`src/rtl/pipe_pkg.sv`:
```
// Shared definitions for the pipeline stage register: control-field widths
// and the state encoding of the two-entry (skid) variant.
package pipe_pkg;

    localparam int unsigned WB_W        = 2;
    localparam int unsigned M_W         = 3;
    localparam int unsigned EX_W        = 5;
    // Total control bits carried per beat (WB + M + EX).
    localparam int unsigned PIPE_CTRL_W = WB_W + M_W + EX_W;

    // Occupancy of the two-entry stage: nothing held, main only, main plus skid.
    typedef enum logic [1:0] {
        StEmpty = 2'd0,
        StFull  = 2'd1,
        StSkid  = 2'd2
    } skid_state_e;

endpackage

```
`src/rtl/pipe_sat_cnt.sv`:
```
// Saturating up-counter: counts cycles with inc high and sticks at all-ones.
module pipe_sat_cnt #(
    parameter int unsigned Width = 16
) (
    input  logic             clk,
    input  logic             rst_n,
    input  logic             inc,
    output logic [Width-1:0] count
);

    localparam logic [Width-1:0] One = Width'(1);

    logic [Width-1:0] count_q, count_d;

    // Next count: step by one unless already saturated.
    always_comb begin
        count_d = count_q;
        if (inc && (count_q != {Width{1'b1}})) begin
            count_d = count_q + One;
        end
    end

    // Counter state, cleared asynchronously.
    always_ff @(posedge clk or negedge rst_n) begin
        if (!rst_n) begin
            count_q <= '0;
        end else begin
            count_q <= count_d;
        end
    end

    assign count = count_q;

endmodule

```
`src/rtl/pipe_stage_reg.sv`:
```
// Valid/ready pipeline stage register carrying control, data words and two
// register specifiers, with a saturating output-stall counter.
// Build option: define PIPE_STAGE_SKID_EN for a two-entry stage (main + skid)
// with a registered in_ready; otherwise a single entry with combinational
// in_ready.
module pipe_stage_reg
    import pipe_pkg::*;
#(
    parameter int unsigned CTRL_W   = PIPE_CTRL_W,
    parameter int unsigned DATA_W   = 32,
    parameter int unsigned NUM_DATA = 4,
    parameter int unsigned REG_W    = 5,
    parameter int unsigned CNT_W    = 16
) (
    input  logic                         clk,
    input  logic                         rst_n,
    input  logic                         in_valid,
    output logic                         in_ready,
    input  logic [CTRL_W-1:0]            in_ctrl,
    input  logic [NUM_DATA*DATA_W-1:0]   in_data,
    input  logic [2*REG_W-1:0]           in_regs,
    input  logic                         flush,
    output logic                         out_valid,
    input  logic                         out_ready,
    output logic [CTRL_W-1:0]            out_ctrl,
    output logic [NUM_DATA*DATA_W-1:0]   out_data,
    output logic [2*REG_W-1:0]           out_regs,
    output logic [CNT_W-1:0]             stall_cnt
);

    localparam int unsigned DataBits = NUM_DATA * DATA_W;
    localparam int unsigned RegBits  = 2 * REG_W;
    localparam int unsigned BeatW    = CTRL_W + DataBits + RegBits;

    logic [BeatW-1:0] in_beat;
    logic [BeatW-1:0] main_q, main_d;
    logic             in_xfer, out_xfer;

    assign in_beat  = {in_ctrl, in_data, in_regs};
    assign in_xfer  = in_valid && in_ready;
    assign out_xfer = out_valid && out_ready;

`ifdef PIPE_STAGE_SKID_EN
    skid_state_e      state_q, state_d;
    logic [BeatW-1:0] skid_q, skid_d;
    logic             in_ready_q;

    // Occupancy transitions; flush discards everything, including an offered beat.
    always_comb begin
        state_d = state_q;
        main_d  = main_q;
        skid_d  = skid_q;
        if (flush) begin
            state_d = StEmpty;
        end else begin
            unique case (state_q)
                StEmpty: begin
                    if (in_xfer) begin
                        main_d  = in_beat;
                        state_d = StFull;
                    end
                end
                StFull: begin
                    if (in_xfer && out_xfer) begin
                        main_d = in_beat;
                    end else if (in_xfer) begin
                        skid_d  = in_beat;
                        state_d = StSkid;
                    end else if (out_xfer) begin
                        state_d = StEmpty;
                    end
                end
                StSkid: begin
                    if (out_xfer) begin
                        main_d  = skid_q;
                        state_d = StFull;
                    end
                end
                default: state_d = StEmpty;
            endcase
        end
    end

    // State, skid entry and registered in_ready (low only while skid is occupied).
    always_ff @(posedge clk or negedge rst_n) begin
        if (!rst_n) begin
            state_q    <= StEmpty;
            skid_q     <= '0;
            in_ready_q <= 1'b1;
        end else begin
            state_q    <= state_d;
            skid_q     <= skid_d;
            in_ready_q <= (state_d != StSkid);
        end
    end

    assign in_ready  = in_ready_q;
    assign out_valid = (state_q != StEmpty);
`else
    logic valid_q, valid_d;

    // Single entry: refill in the same cycle it drains, so streaming has no bubble.
    always_comb begin
        valid_d = valid_q;
        main_d  = main_q;
        if (flush) begin
            valid_d = 1'b0;
        end else begin
            if (out_xfer) begin
                valid_d = 1'b0;
            end
            if (in_xfer) begin
                valid_d = 1'b1;
                main_d  = in_beat;
            end
        end
    end

    // Entry valid flag.
    always_ff @(posedge clk or negedge rst_n) begin
        if (!rst_n) begin
            valid_q <= 1'b0;
        end else begin
            valid_q <= valid_d;
        end
    end

    assign in_ready  = out_ready || !valid_q;
    assign out_valid = valid_q;
`endif

    // Main (output) entry; its data and regs persist through bubbles.
    always_ff @(posedge clk or negedge rst_n) begin
        if (!rst_n) begin
            main_q <= '0;
        end else begin
            main_q <= main_d;
        end
    end

    // Control is masked to zero on a bubble so downstream sees a no-op.
    assign out_ctrl = out_valid ? main_q[BeatW-1 -: CTRL_W] : '0;
    assign out_data = main_q[RegBits +: DataBits];
    assign out_regs = main_q[RegBits-1:0];

    pipe_sat_cnt #(
        .Width (CNT_W)
    ) u_stall_cnt (
        .clk   (clk),
        .rst_n (rst_n),
        .inc   (out_valid && !out_ready),
        .count (stall_cnt)
    );

endmodule

```
`config.mk`:
```
export PLATFORM = sky130hd
export DESIGN_NAME = pipe_stage_reg
export DESIGN_NICKNAME = d
export VERILOG_FILES = /design/src/rtl/pipe_pkg.sv /design/src/rtl/pipe_sat_cnt.sv /design/src/rtl/pipe_stage_reg.sv
export SDC_FILE = /design/constraint.sdc
export NUM_CORES = 1
export LEC_CHECK = 0
export ABC_AREA = 1
export CAP_MARGIN = 10
export CORE_MARGIN = 1.5
export CORE_UTILIZATION = 30
export CTS_CLUSTER_SIZE = 8
export DETAILED_ROUTE_END_ITERATION = 10
export PLACE_DENSITY = 0.71
export SLEW_MARGIN = 5
export SYNTH_ARGS = -nofsm -noshare
export SYNTH_HDL_FRONTEND = slang
export SYNTH_SLANG_ARGS = --single-unit
```
`constraint.sdc`:
```
create_clock -name clk -period 1.27 [get_ports clk]
set_input_delay 0.254 -clock clk [delete_from_list [all_inputs] [get_ports clk]]
set_output_delay 0.254 -clock clk [all_outputs]
set_load 0.02 [all_outputs]
```
==> results.json, run 1 <==
{
  "hold_ws_ns": 0.326,
  "r2r_end": "main_q[51]$_DFFE_PN0P_",
  "power_leakage_nw": 5.27,
  "finalMaxSlewViolations": 0,
  "path_clk_slew_ns": 0.07,
  "cts_tree": "built",
  "setup.worst_path.end": "main_q[51]$_DFFE_PN0P_",
  "multiInputGateArea_um2": 2600,
  "p_per_area_nw_per_um2": 1480,
  "final_nets": 1026,
  "synth_top_family_by_area": "multiplexers",
  "ant_nets": 0,
  "setup-violations-final": 179,
  "yosys.area.top_type_share_pct": 53.5,
  "synth-seq-cells": 165,
  "drive_gt1_share_pct": 50.6,
  "grt_overflow": 0,
  "syn-mean-instance-area_um2": 12.3,
  "synthSimpleGateAreaFrac_pct": 6.37,
  "min_period_over_period_pct": 119,
  "clockRootBuffer": "clkbuf_16",
  "clock-sinks": 165,
  "cts_max_level": 4,
  "area_growth_syn_to_layout_pct": 45.5,
  "grt_max_degree": 36,
  "maxSlewHeadroom_pct": 71.6,
  "async_flop_share_pct": 100,
  "grt_pass1_vias": 5245,
  "routedWlPerCell_um": 15.9,
  "syn_inst": 625,
  "worst_slack_ns": -0.243,
  "gp_congestion": 0.806,
  "timing.rr.start": "out_valid$_DFFE_PN0P_",
  "yosys_warnings": 0,
  "synth_flop_cell": "dfrtp_1",
  "worst_pin_slew_ns": 0.426,
  "synth_compound_area_share_pct": 0.454,
  "ys_top_cells_by_area": "dfrtp_1 54%, mux2_2 18%, buf_4 13%, nand2_1 3.8%, mux2_1 3.5%",
  "ios": 319,
  "die_h_um": 163,
  "synthMostInstantiatedCell": "dfrtp_1",
  "status": "finished, violations left",
  "rr_worst_depth": 5,
  "syn-cell-area_um2": 7710,
  "worstPathRequired_ns": 1.56,
  "synthXorXnorAreaFrac_pct": 0.681,
  "synthTopCellsByCount": "165 x dfrtp_1, 138 x buf_4, 124 x mux2_2",
  "finalClockSkew_ns": 0.0114,
  "core_area_um2": 25200,
  "rows": 58,
  "seqCellArea_um2": 4150,
  "violations": "setup timing",
  "synth_edf_count": 0,
  "critPathKind": "reg -> reg",
  "dr_total_vias": 5188,
  "ys_seq_area_share_pct": 53.5,
  "synthesis.nets": 779,
  "synth_area_leader_cell": "dfrtp_1",
  "antenna_found_initial": 0,
  "vias_per_cell": 4.27,
  "dr.pass1.iters": 4,
  "drt_wl_total_um": 19300,
  "diodes": 0,
  "cp-start-kind": "flip-flop",
  "cts-root-to-sink-buffers": 2,
  "hold_viol": 0,
  "reg2reg_setup_slack_ns": -0.24,
  "die_w_um": 163,
  "peakVddDrop_v": 0.000942,
  "gr-usage-all-layers_pct": 13.9,
  "hold_class": "in -> async",
  "path_max_fanout": 26,
  "tritoncts.num_buffers": 17,
  "port_buffers": 318,
  "cp-end-kind": "flip-flop",
  "drv_cap": 0,
  "die_area_um2": 26700,
  "yosysUniqueCellTypes": 24,
  "crit_start": "out_valid$_DFFE_PN0P_",
  "synthMuxAreaShare_pct": 21.6,
  "clock.fmax_mhz": 661,
  "synth_adder_area_share_pct": 0.162,
  "initial_core_util_pct": 30.6,
  "drt_iter0_markers": 167,
  "clk_latency_ns": 0.42,
  "grt_pass1_wl_um": 28500,
  "rsz0062_at_grt": "true",
  "min_period_ns": 1.51,
  "fin_util_pct": 44.6,
  "post-dp-hpwl_um": 14000,
  "fillers": 2305,
  "drc": 0,
  "crit_arrival_ns": 1.80
}
[sequential cells by signal, indices dropped and copies added, names as in the netlist]
name and cells:
main_q 148, out_valid 1, u_stall_cnt.count 16
[report_power, final]
| part | leakage [nW] | internal [mW] | switching (mW) |
|---|---|---|---|
| clock network | 0.283 | 2.96 | 2.30 |
| registers | 1.94 | 6.14 | 0.522 |
| logic | 3.04 | 2.40 | 2.31 |
| total | 5.27 | 11.5 | 5.14 |
[what timing repair did]
| item | 4_1_cts | 5_1_grt |
|---|---|---|
| setup endpoints to repair | 330 | 213 |
| hold buffers | 1 | 0 |
| endpoints found under the hold margin | 22 | 0 |
| pin swaps | 0 | 18 |
| cloned | 1 | 2 |
| resized for setup | 728 | 135 |
| buffers inserted | 3 | 10 |
[worst max-delay path, cell delays in order (launching register included)]
cell	delay (ns)
dfrtp_2	0.40
buf_8	0.15
nand2_8	0.10
nand2_8	0.15
buf_12	0.21
mux2_2	0.36
[how the worst min path moves through the flow]
| stage | cells past startpoint | slack (ns) | end |
|---|---|---|---|
| after floorplan | 0 | -0.04 | main_q[0]$_DFFE_PN0P_ |
| after global placement | 1 | 0.22 | main_q[57]$_DFFE_PN0P_ |
| after detailed placement | 1 | 0.21 | main_q[54]$_DFFE_PN0P_ |
| after CTS | 2 | 0.32 | main_q[54]$_DFFE_PN0P_ |
| after global routing | 2 | 0.33 | main_q[54]$_DFFE_PN0P_ |
| final | 2 | 0.33 | main_q[65]$_DFFE_PN0P_ |
[placed cells by master (no fill, tap or decap), types with 4 or more instances in the layout]
master and n:
nand2_4 7, nand3_1 6, mux2_2 89, clkdlybuf4s50_1 151, nor2_4 6, nand2_2 14
mux2_1 19, buf_8 5, nand2_1 57, dfrtp_2 13, xnor2_1 5, nand2_8 4
buf_4 44, nand4_1 5, nor2_1 13, inv_1 19, mux2_4 40, buf_2 119
inv_2 5, dfrtp_1 152, buf_6 51, buf_12 11, clkbuf_16 19
[per-stage QoR]
step           cells  power [mW]  area [µm²]  TNS, ns  worst slack (ns)
2_1_floorplan    625        9.97        7780   -15.75            -0.116
3_3_place_gp    1167        11.6       10600   -95.51            -0.638
3_5_place_dp    1167        11.7       10600   -96.47            -0.671
4_1_cts         1204        16.4       10700   -33.46            -0.268
5_1_grt         1215        17.5       11200   -41.36            -0.289
6_report        1215        16.6       11200   -31.98            -0.243
[metal layers]
metal | part of all wire (%) | GRT usage, % | up-vias
met3 | 9.1 | 5.15 | 11
met4 | 1.0 | 3.54 | 0
met2 | 50 | 24.4 | 210
met5 | 0 | 0 | -
li1 | - | - | 2399
met1 | 40 | 15.9 | 2568
[cell families after synthesis]
logic type               after synthesis
flip-flops                           165
XOR/XNOR                               6
AND/OR/NAND/NOR                      115
adder cells (fa/ha/maj)                1
AO/OA/AOI/OAI                          7
multiplexers                         148
buffers and inverters                183
[final cells by class]
type | count | share of cell area [%]
timing repair buffer | 384 | 30.0
clock inverter | 14 | 1.47
tap | 330 | 3.68
sequential | 165 | 36.9
multi-input combinational | 278 | 23.2
inverter | 26 | 0.914
clock buffer | 18 | 3.82
Power figures use the tool's default switching activity.
==> run 2, diff against run 1 <==
--- a/config.mk
+++ b/config.mk
@@ -11,7 +11,6 @@
 export CORE_UTILIZATION = 30
 export CTS_CLUSTER_SIZE = 8
 export DETAILED_ROUTE_END_ITERATION = 10
-export PLACE_DENSITY = 0.71
 export SLEW_MARGIN = 5
 export SYNTH_ARGS = -nofsm -noshare
 export SYNTH_HDL_FRONTEND = slang
==> run 2 against run 1 <==
The flow still finishes with violations (setup timing). Global-route usage is essentially flat. Routed wire length increased by 3.1%. Sequential power barely moved. Combinational power barely moved. Register-to-register slack about the same. Hold slack worse by 0.057 ns. Clock skew up 0.0048 ns. Sequential share of layout area rose by 0.16 points.
==> results.json, run 2 (same netlist as run 1, synthesis figures left out) <==
{
  "grt_pass1_vias": 5077,
  "die_h_um": 163,
  "initial_core_util_pct": 30.6,
  "grt_overflow": 0,
  "drive_gt1_share_pct": 52.2,
  "rr_worst_depth": 6,
  "crit_start": "in_valid",
  "grt_max_degree": 40,
  "status": "finished, violations left",
  "cts-root-to-sink-buffers": 2,
  "timing.rr.start": "out_valid$_DFFE_PN0P_",
  "finalMaxSlewViolations": 0,
  "drt_iter0_markers": 203,
  "fillers": 2389,
  "tritoncts.num_buffers": 17,
  "rsz0062_at_grt": "true",
  "slowest_delay_ns": 0.45,
  "core_area_um2": 25200,
  "min_period_over_period_pct": 120,
  "finalClockSkew_ns": 0.0162,
  "port_buffers": 318,
  "clock-sinks": 165,
  "setup.worst_path.end": "main_q[118]$_DFFE_PN0P_",
  "setup-violations-final": 183,
  "drv_cap": 0,
  "die_area_um2": 26700,
  "cts_tree": "built",
  "hold_class": "in -> async",
  "regMostFlops": "main_q",
  "dr.pass1.iters": 4,
  "routedWlPerCell_um": 16.4,
  "power_leakage_nw": 5.17,
  "critPathKind": "in -> reg",
  "ant_nets": 0,
  "worst_slack_ns": -0.254,
  "r2r_end": "main_q[118]$_DFFE_PN0P_",
  "final_nets": 1021,
  "slowest_stage": "clkdlybuf4s50_1",
  "violations": "setup timing",
  "gr-usage-all-layers_pct": 14.0,
  "fin_setup_tns_ns": -32.64,
  "cp-start-kind": "input pin",
  "clockRootBuffer": "clkbuf_16",
  "path_clk_slew_ns": 0.07,
  "largest_reg_flops": 148,
  "worstPathRequired_ns": 1.57,
  "drt_wl_total_um": 19900,
  "reg2reg_setup_slack_ns": -0.24,
  "mostFrequentLayoutCells": "151 x clkdlybuf4s50_1, 151 x dfrtp_1, 122 x buf_2",
  "multiInputGateArea_um2": 2560,
  "area_growth_syn_to_layout_pct": 44.9,
  "clock.fmax_mhz": 656,
  "p_per_area_nw_per_um2": 1510,
  "cp-end-kind": "flip-flop",
  "path_delay_family": "buffers and inverters",
  "dr_total_vias": 5139,
  "peakVddDrop_v": 0.000882,
  "clk_latency_ns": 0.42,
  "drc": 0,
  "path_max_fanout": 8,
  "postLayoutCellArea_um2": 11200,
  "path_depth": 7,
  "rows": 58,
  "ios": 319,
  "total_power_mw": 16.8,
  "crit_buf_inv": 4,
  "die_w_um": 163,
  "antenna_found_initial": 0,
  "min_period_ns": 1.52,
  "cts_max_level": 4,
  "place_area_um2": 10500,
  "vias_per_cell": 4.25,
  "grt_pass1_wl_um": 28500,
  "gp_congestion": 0.779,
  "maxSlewHeadroom_pct": 76.3,
  "seqCellArea_um2": 4150,
  "worst_pin_slew_ns": 0.356,
  "post-dp-hpwl_um": 13900,
  "hold_viol": 0,
  "crit_chain": "clkdlybuf4s50_1, inv_1, nor2_2, nand2_8, buf_12, buf_16, mux2_4",
  "crit_arrival_ns": 1.82
}
[run 2: worst min-delay path by stage]
stage / from / slack (ns) / endpoint / depth (start not counted)
6_report: rst_n / 0.27 / main_q[99]$_DFFE_PN0P_ / 2
5_1_grt: rst_n / 0.27 / main_q[99]$_DFFE_PN0P_ / 2
4_1_cts: rst_n / 0.25 / main_q[99]$_DFFE_PN0P_ / 2
3_5_place_dp: rst_n / 0.14 / main_q[99]$_DFFE_PN0P_ / 1
3_3_place_gp: rst_n / 0.14 / main_q[99]$_DFFE_PN0P_ / 1
2_1_floorplan: rst_n / -0.04 / main_q[0]$_DFFE_PN0P_ / 0
[run 2: final cells by class]
type	instances	area share, %
clock inverter	12	1.49
antenna	1	0.0224
clock buffer	19	4.05
sequential	165	37.1
tap	330	3.69
inverter	26	0.918
timing repair buffer	379	29.8
multi-input combinational	278	22.9
[run 2: report_power, final]
part | switching [mW] | total (mW) | internal [mW]
logic | 2.33 | 4.71 | 2.37
clock network | 2.24 | 5.47 | 3.23
registers | 0.525 | 6.67 | 6.14
[run 2: timing repair]
action | CTS | global route
hold buffers | 1 | 0
gates resized for setup | 741 | 103
gates cloned | 1 | 4
endpoints found under the hold margin | 16 | 0
pin swaps | 0 | 24
setup endpoints to repair | 327 | 205
setup buffers | 7 | 11
[run 2: worst register-to-register path, cell delays in order, from the launching register on]
cell and delay [ns]:
dfrtp_2 0.43, buf_8 0.15, nand2_8 0.09, nand2_8 0.12, buf_12 0.17, buf_16 0.14
mux2_4 0.29
[run 2: layer usage]
metal	global-route usage, %	wire length, µm
met3	5.21	1950
met5	0	0
met2	22.7	9450
met1	17.4	8380
met4	3.71	122
[run 2: metrics by stage]
stage | util, % | hold WS, ns | worst slack, ns | instances
finish | 44.4 | 0.269 | -0.254 | 1210
global route | 44.4 | 0.273 | -0.287 | 1209
CTS | 42.4 | 0.255 | -0.250 | 1194
detailed placement | 41.7 | 0.143 | -0.623 | 1154
global placement | 41.7 | 0.143 | -0.613 | 1154
floorplan | - | -0.0416 | -0.116 | 625
==> run 3, diff against run 2 <==
--- a/config.mk
+++ b/config.mk
@@ -11,6 +11,8 @@
 export CORE_UTILIZATION = 30
 export CTS_CLUSTER_SIZE = 8
 export DETAILED_ROUTE_END_ITERATION = 10
+export PLACE_DENSITY = 0.72
+export REMOVE_ABC_BUFFERS = 1
 export SLEW_MARGIN = 5
 export SYNTH_ARGS = -nofsm -noshare
 export SYNTH_HDL_FRONTEND = slang
==> run 3 against run 2 <==
The flow still finishes with violations (setup timing). Final cell count increased by 3.6%. Highest routed layer is now met5. Clock skew decreased by 0.0016 ns. Sequential power about the same. Worst setup slack got worse by 0.0017 ns. Combinational power increased by 14%.
==> results.json, run 3 (same netlist as run 1, synthesis figures left out) <==
{
  "core_area_um2": 25200,
  "hold_class": "in -> reg",
  "path_clk_slew_ns": 0.06,
  "rows": 58,
  "vias_per_cell": 4.30,
  "drt_iter0_markers": 159,
  "cp-start-kind": "flip-flop",
  "p_int_mw": 11.8,
  "grt_max_degree": 35,
  "routedWlPerCell_um": 17.8,
  "drv_cap": 0,
  "initial_core_util_pct": 30.6,
  "p_sw_share_pct": 31.4,
  "die_area_um2": 26700,
  "grt-busiest-layer": "met2",
  "clk_latency_ns": 0.42,
  "diodes": 0,
  "fillers": 2282,
  "use_met1_pct": 19.8,
  "drive_gt1_share_pct": 56.3,
  "cts_max_level": 4,
  "combPwrFrac_pct": 31.1,
  "port_buffers": 318,
  "tritoncts.num_buffers": 17,
  "antenna_found_initial": 1,
  "worstPathRequired_ns": 1.02,
  "cts_tree": "built",
  "status": "finished, violations left",
  "regMostFlops": "main_q",
  "violations": "setup timing",
  "finalNonFillerCells": 1253,
  "dp.cells": 1169,
  "setup-violations-final": 184,
  "finalMaxSlewViolations": 0,
  "crit_arrival_ns": 1.27,
  "seq_power_share_pct": 38.8,
  "final_nets": 1065,
  "peakVddDrop_v": 0.000665,
  "min_period_over_period_pct": 120,
  "ant_nets": 0,
  "largest_reg_flops": 148,
  "grt_pass1_wl_um": 33000,
  "die_h_um": 163,
  "rsz0062_at_grt": "true",
  "drt_wl_total_um": 22300,
  "gr-usage-all-layers_pct": 16.2,
  "total_power_mw": 17.2,
  "critPathKind": "reg -> out",
  "netSwitchingPower_mw": 5.42,
  "use_met2_pct": 27.1,
  "p_per_area_nw_per_um2": 1420,
  "area_growth_syn_to_layout_pct": 57.1,
  "gp_congestion": 0.769,
  "post-dp-hpwl_um": 14000,
  "clockRootBuffer": "clkbuf_16",
  "die_w_um": 163,
  "path_max_fanout": 5,
  "grt_use_met3_pct": 5.46,
  "pwr-share-clk_pct": 30.0,
  "min_period_ns": 1.53,
  "cp-end-kind": "output pin",
  "mostFrequentLayoutCells": "159 x dfrtp_1, 149 x clkdlybuf4s50_1, 124 x buf_2",
  "grt_overflow": 0,
  "reg2reg_setup_slack_ns": -0.25,
  "hold_viol": 0,
  "dr_total_vias": 5394,
  "clock.fmax_mhz": 655,
  "drc": 0,
  "grt_pass1_vias": 5935,
  "power_leakage_nw": 5.94,
  "clock-sinks": 165,
  "cts-root-to-sink-buffers": 2,
  "worst_pin_slew_ns": 0.346,
  "ios": 319,
  "layout_commonest_cell": "dfrtp_1",
  "finalClockSkew_ns": 0.0146,
  "worst_slack_ns": -0.256,
  "dr.pass1.iters": 4,
  "maxSlewHeadroom_pct": 76.9
}
-- run 3: worst max-delay path: stages, from the launching register on --
cell	delay, ns
dfrtp_2	0.47
clkbuf_16	0.19
nand2_2	0.06
inv_2	0.03
buf_6	0.12
-- run 3: repair_timing --
action,in CTS,in global routing
hold buffers,1,0
gates cloned,14,3
endpoints found under the hold margin,18,0
setup buffers,31,12
pin swaps,20,17
resized for setup,862,144
endpoints found under the setup margin,330,210
-- run 3: power groups by stage --
stage | Clock, mW | Sequential, mW | Combinational [mW]
finish | 5.18 | 6.70 | 5.37
global route | 5.56 | 6.80 | 5.68
CTS | 5.36 | 6.63 | 5.02
detailed placement | 0 | 6.72 | 5.00
global placement | 0 | 6.68 | 4.95
floorplan | 0 | 7.71 | 1.08
-- run 3: layout make-up --
type | instances | area (µm²) | area share [%]
multi-input combinational | 281 | 2970 | 24.5
inverter | 26 | 103 | 0.847
timing repair buffer | 420 | 3920 | 32.3
sequential | 165 | 4140 | 34.1
clock buffer | 18 | 439 | 3.62
clock inverter | 13 | 140 | 1.16
tap | 330 | 413 | 3.41
-- run 3: worst paths after layout --
| kind | from | to | cells past startpoint |
|---|---|---|---|
| max in group asynchronous | rst_n | main_q[41]$_DFFE_PN0P_ | 3 |
| setup / recovery | out_valid$_DFFE_PN0P_ | out_ctrl[5] | 4 |
| min in group asynchronous | rst_n | main_q[30]$_DFFE_PN0P_ | 2 |
| hold / removal | flush | out_valid$_DFFE_PN0P_ | 2 |
| hold reg to reg | main_q[123]$_DFFE_PN0P_ | main_q[123]$_DFFE_PN0P_ | 1 |
| setup reg to reg | out_valid$_DFFE_PN0P_ | main_q[41]$_DFFE_PN0P_ | 6 |
-- run 3: metal layers --
metal / part of all wire, % / up-vias
met3: 7.3 / 18
met5: 0.058 / -
met4: 1.2 / 2
met2: 50 / 198
met1: 42 / 2700
li1: - / 2476
-- run 3: metrics by stage --
stage | setup TNS (ns) | hold slack (ns) | setup slack (ns) | util, % | cell area (µm²)
2_1_floorplan | -292.06 | -0.0416 | -1.96 | - | 6480
3_3_place_gp | -88.86 | 0.174 | -0.601 | 42.2 | 10600
3_5_place_dp | -89.76 | 0.178 | -0.624 | 42.2 | 10600
4_1_cts | -28.65 | 0.193 | -0.251 | 46.2 | 11600
5_1_grt | -40.03 | 0.231 | -0.301 | 48.1 | 12100
6_report | -32.25 | 0.237 | -0.256 | 48.1 | 12100
